### src/rtl/reg32_rr_arbiter.sv
// Round-robin write arbiter that shares one reg32 among NREQ requesters.
// Each grant becomes a one-cycle load pulse, then an ack with a read-back compare.
module reg32_rr_arbiter #(
    parameter  int NREQ = 4,
    parameter  int W    = 32,
    localparam int IDW  = $clog2(NREQ)
) (
    input  logic              clk,
    input  logic              rst_n,
    input  logic [NREQ-1:0]   req_valid,
    input  logic [NREQ*W-1:0] req_data,
    output logic [NREQ-1:0]   req_ack,
    output logic              wr_err,
    output logic              busy,
    output logic [IDW-1:0]    grant_id,
    output logic [W-1:0]      reg_d,
    output logic              reg_load,
    input  logic [W-1:0]      reg_q
);
    typedef enum logic [1:0] {IDLE, LOAD, CHECK} state_t;

    localparam int unsigned N = NREQ;

    state_t         state;
    state_t         state_nx;
    logic [IDW-1:0] rr_ptr;
    logic [W-1:0]   data_r;
    logic [W-1:0]   data_arr [NREQ];
    logic           found;
    logic           grant;
    logic [IDW-1:0] winner;
    logic [IDW-1:0] ptr_nx;

    for (genvar g = 0; g < NREQ; g++) begin : g_split
        assign data_arr[g] = req_data[g*W +: W];
    end

    // Search starts at rr_ptr and wraps at NREQ, not at 2**IDW.
    always_comb begin
        int unsigned idx;
        int unsigned nxt;
        idx    = 0;
        found  = 1'b0;
        winner = '0;
        for (int unsigned k = 0; k < N; k++) begin
            idx = 32'(rr_ptr) + k;
            if (idx >= N) begin
                idx = idx - N;
            end
            if (!found && req_valid[IDW'(idx)]) begin
                found  = 1'b1;
                winner = IDW'(idx);
            end
        end
        nxt = 32'(winner) + 1;
        if (nxt >= N) begin
            nxt = 0;
        end
        ptr_nx = IDW'(nxt);
    end

    always_ff @(posedge clk or negedge rst_n) begin
        if (!rst_n) begin
            state <= IDLE;
        end else begin
            state <= state_nx;
        end
    end

    always_comb begin
        state_nx = state;
        grant    = 1'b0;
        case (state)
            IDLE: begin
                if (found) begin
                    grant    = 1'b1;
                    state_nx = LOAD;
                end
            end
            LOAD:    state_nx = CHECK;
            CHECK:   state_nx = IDLE;
            default: state_nx = IDLE;
        endcase
    end

    always_ff @(posedge clk or negedge rst_n) begin
        if (!rst_n) begin
            rr_ptr   <= '0;
            grant_id <= '0;
            data_r   <= '0;
        end else if (grant) begin
            rr_ptr   <= ptr_nx;
            grant_id <= winner;
            data_r   <= data_arr[winner];
        end
    end

    always_comb begin
        reg_d    = data_r;
        reg_load = (state == LOAD);
        busy     = (state != IDLE);
        req_ack  = '0;
        wr_err   = 1'b0;
        if (state == CHECK) begin
            req_ack[grant_id] = 1'b1;
            wr_err            = (reg_q != data_r);
        end
    end

endmodule

### config.mk
export PLATFORM = sky130hd
export DESIGN_NAME = reg32_rr_arbiter
export DESIGN_NICKNAME = d
export VERILOG_FILES = /design/src/rtl/reg32_rr_arbiter.sv
export SDC_FILE = /design/constraint.sdc
export NUM_CORES = 1
export LEC_CHECK = 0
export CAP_MARGIN = 20
export CORE_MARGIN = 2
export CORE_UTILIZATION = 36
export CTS_CLUSTER_DIAMETER = 80
export CTS_CLUSTER_SIZE = 8
export DETAILED_ROUTE_END_ITERATION = 8
export GPL_TIMING_DRIVEN = 1
export PLACE_DENSITY = 0.85
export SYNTH_ARGS = -nofsm -noshare
export SYNTH_HDL_FRONTEND = slang
export SYNTH_SLANG_ARGS = --single-unit
### constraint.sdc
create_clock -name clk -period 2.4 [get_ports clk]
set_clock_uncertainty 0.15 [all_clocks]
set_input_delay 0.48 -clock clk [delete_from_list [all_inputs] [get_ports clk]]
set_output_delay 0.48 -clock clk [all_outputs]
set_load 0.01 [all_outputs]
==> flow_metrics.py <==
metrics = {
    "run_status": {
        "outcome": "complete, but fails checks",
        "violations": "negative setup slack",
    },
    "global_routing": {
        "antenna_found_initial": 0,
        "first_global_vias": 3573,
        "grt_pass1_wl_mm": 18.1,
        "grt_start_max_net_pins": 39,
        "track_usage": 0.265,
        "grt_overflow": 0,
    },
    "final_layout": {
        "instances_no_fill": 638,
        "nets": 699,
        "areaGrowthSynthToFinish_pct": 91.1,
        "drive_gt1_frac": 0.161,
        "n_antenna_cell": 0,
    },
    "clock_network": {
        "clockBufferDepth": 2,
        "cts-root-buf": "clkbuf_8",
        "ctsHtreeMaxLevel": 2,
        "postCtsHoldBufs": 0,
        "clk_pin_slew_worst_paths_ns": 0.07,
        "cts-buffers-inserted": 5,
        "clk_latency_ns": 0.29,
        "clkSinkCount": 38,
        "cts_tree": "yes",
    },
    "logic_synthesis": {
        "ys_seq_area_frac": 0.321,
        "yosysTopAreaCellShare": 0.321,
        "syn_area_per_cell_um2": 9.72,
        "post-synth-top-area-cell": "dfrtp_1",
        "netlist_top_cells_count": "dfrtp_1, nor2_1, mux2i_1, xnor2_1",
        "syn_nets": 471,
        "synth_warnings": 0,
        "synth-edff-count": 0,
        "ys_ff_latch": 38,
        "ys_types": 33,
        "yosys-top-cells-area": "dfrtp_1, mux2i_1, xnor2_1",
        "synth_area_um2": 2970,
        "synthCells": 305,
        "ys.flop_type": "dfrtp_1",
        "async_flop_share": 1.00,
    },
    "routing": {
        "top_layer": "met4",
        "wl_mm": 12.1,
        "routed_via_density": 5.30,
        "antenna_left": 0,
        "drt_iter0_markers": 114,
        "dr_wl_met3_um": 993,
        "wl_met1_mm": 4.49,
        "wl_met2_mm": 6.46,
        "drc": 0,
        "dr.pass1.iters": 4,
        "wl_per_cell_um": 19.0,
        "vias": 3383,
    },
    "floorplan": {
        "start_util": 0.366,
        "dieWidth_um": 94.8,
        "die_h_um": 94.8,
        "num_rows": 33,
        "dieArea_um2": 8980,
        "num_io_pins": 207,
        "core_um2": 8090,
    },
    "sta": {
        "worst_pin_slew_ns": 0.898,
        "drv_slew": 0,
        "tns_ns": -0.0803,
        "setup_viol": 1,
        "rsz0062_at_grt": "yes",
        "finalHoldViolCount": 0,
        "period_share": 1.03,
        "final.min_clock_period_ns": 2.48,
        "fmax_mhz": 403,
        "postLayoutSetupSlackWorst_ns": -0.0803,
        "slew_headroom": 0.401,
    },
    "placed_design": {
        "post-place-ws_ns": -0.670,
        "routabilityCongestion": 0.846,
        "port_buffers": 206,
        "dpl.cell_count": 632,
        "place_hpwl_mm": 9.67,
    },
    "power_and_ir_drop": {
        "power_leakage_nw": 2.49,
        "p_per_area_nw_per_um2": 995,
        "peakVddDrop_mv": 0.470,
    },
    "critical_path": {
        "start_kind": "primary input",
        "worst_r2r_endpoint": "reg_d[5]",
        "crit_fanout": 8,
        "critical_path_class": "primary input to register",
        "required_ns": 2.39,
        "critPathCaptureType": "register",
        "reg2reg_from": "rr_ptr[1]",
        "r2r_cells": 7,
        "regToRegSetupSlack_ns": 0.11,
        "cp.arrival_ns": 2.47,
    },
    "job": {
        "drv_cap": 0,
    },
    "worst_hold_path": {
        "hp-class": "primary input to asynchronous set/reset pin",
    },
}
how the worst max path moves through the flow:
stage                 start        end  cells past startpoint
6_report       req_valid[3]   reg_d[5]                      7
5_1_grt        req_valid[3]   reg_d[5]                      7
4_1_cts           reg_q[24]     wr_err                      6
3_5_place_dp       reg_q[3]     wr_err                      7
3_3_place_gp      reg_q[25]     wr_err                      7
2_1_floorplan      state[1]  reg_d[21]                      8
cells by family after synthesis:
logic type,Yosys count,share of synthesized area
and+or+nand+nor,98,0.181
AOI/OAI and AO/OA,74,0.241
DFF,38,0.321
xor gates and xnor gates,33,0.0975
muxes,33,0.111
buffers and inverters,29,0.0485
layout make-up:
class | instances | area, um2
Tap cell | 105 | 131
Fill cell | 630 | 2430
Clock buffer | 7 | 76.3
Timing Repair Buffer | 248 | 2530
Multi-Input combinational cell | 238 | 1970
Sequential cell | 38 | 951
Inverter | 2 | 8.76
sequential cells by signal, indices dropped and copies added, names as in the netlist:
register,flops
state,2
reg_d,32
rr_ptr,2
grant_id,2
report_power, final:
part | total (mW) | switching (mW) | internal, mW
sequential | 1.36 | 0.384 | 0.973
clock | 0.420 | 0.220 | 0.200
combinational | 3.86 | 1.78 | 2.08
per-stage QoR:
stage	hold WS, ns	util	area, um2	total power, mW
global route	0.242	0.700	5670	6.00
CTS	0.201	0.685	5540	5.59
detailed placement	0.352	0.674	5460	5.13
finish	0.172	0.700	5670	5.64
global placement	0.331	0.674	5460	5.03
floorplan	0.0344	-	2970	3.20
what timing repair did:
item                                   CTS  global route
pin swaps                               10            27
setup endpoints to repair                3            16
cloned                                   0             0
resized for setup                       17            38
endpoints found under the hold margin    0             0
setup buffers                            0             0
worst max-delay path, cell delays in order:
cell and delay [ns]:
clkdlybuf4s50_1 0.50, and2b_1 0.22, o21ai_2 0.16, nand4b_4 0.21
buf_4 0.23, a2111oi_1 0.55, a211oi_1 0.11
cells in the final DEF, fill, tap and decap left out, types with 2 or more instances in the layout:
| cell type | n |
|---|---|
| dfrtp_1 | 38 |
| nor4_2 | 2 |
| a2111oi_2 | 21 |
| mux2i_1 | 33 |
| xnor2_2 | 8 |
| clkbuf_1 | 2 |
| dlymetal6s2s_1 | 24 |
| a2111oi_1 | 4 |
| buf_4 | 33 |
| nor3b_1 | 2 |
| nand2_1 | 4 |
| a21oi_1 | 2 |
| buf_12 | 9 |
| dlygate4sd2_1 | 7 |
| o21ai_0 | 3 |
| nor2b_1 | 2 |
| clkdlybuf4s50_1 | 173 |
| xnor2_1 | 25 |
| a21o_1 | 2 |
| a211oi_1 | 32 |
| clkbuf_8 | 5 |
| buf_2 | 2 |
| nand4_1 | 8 |
| a2111oi_0 | 7 |
| nor2_1 | 38 |
| and3_1 | 32 |
| nand2b_1 | 2 |
per-layer routing:
| layer | up-vias | GRT usage |
|---|---|---|
| met5 | - | 0 |
| met4 | 0 | 0.0652 |
| met3 | 14 | 0.0638 |
| met2 | 157 | 0.502 |
| met1 | 1599 | 0.296 |
| li1 | 1613 | - |
(Power assumes the default switching activity.)
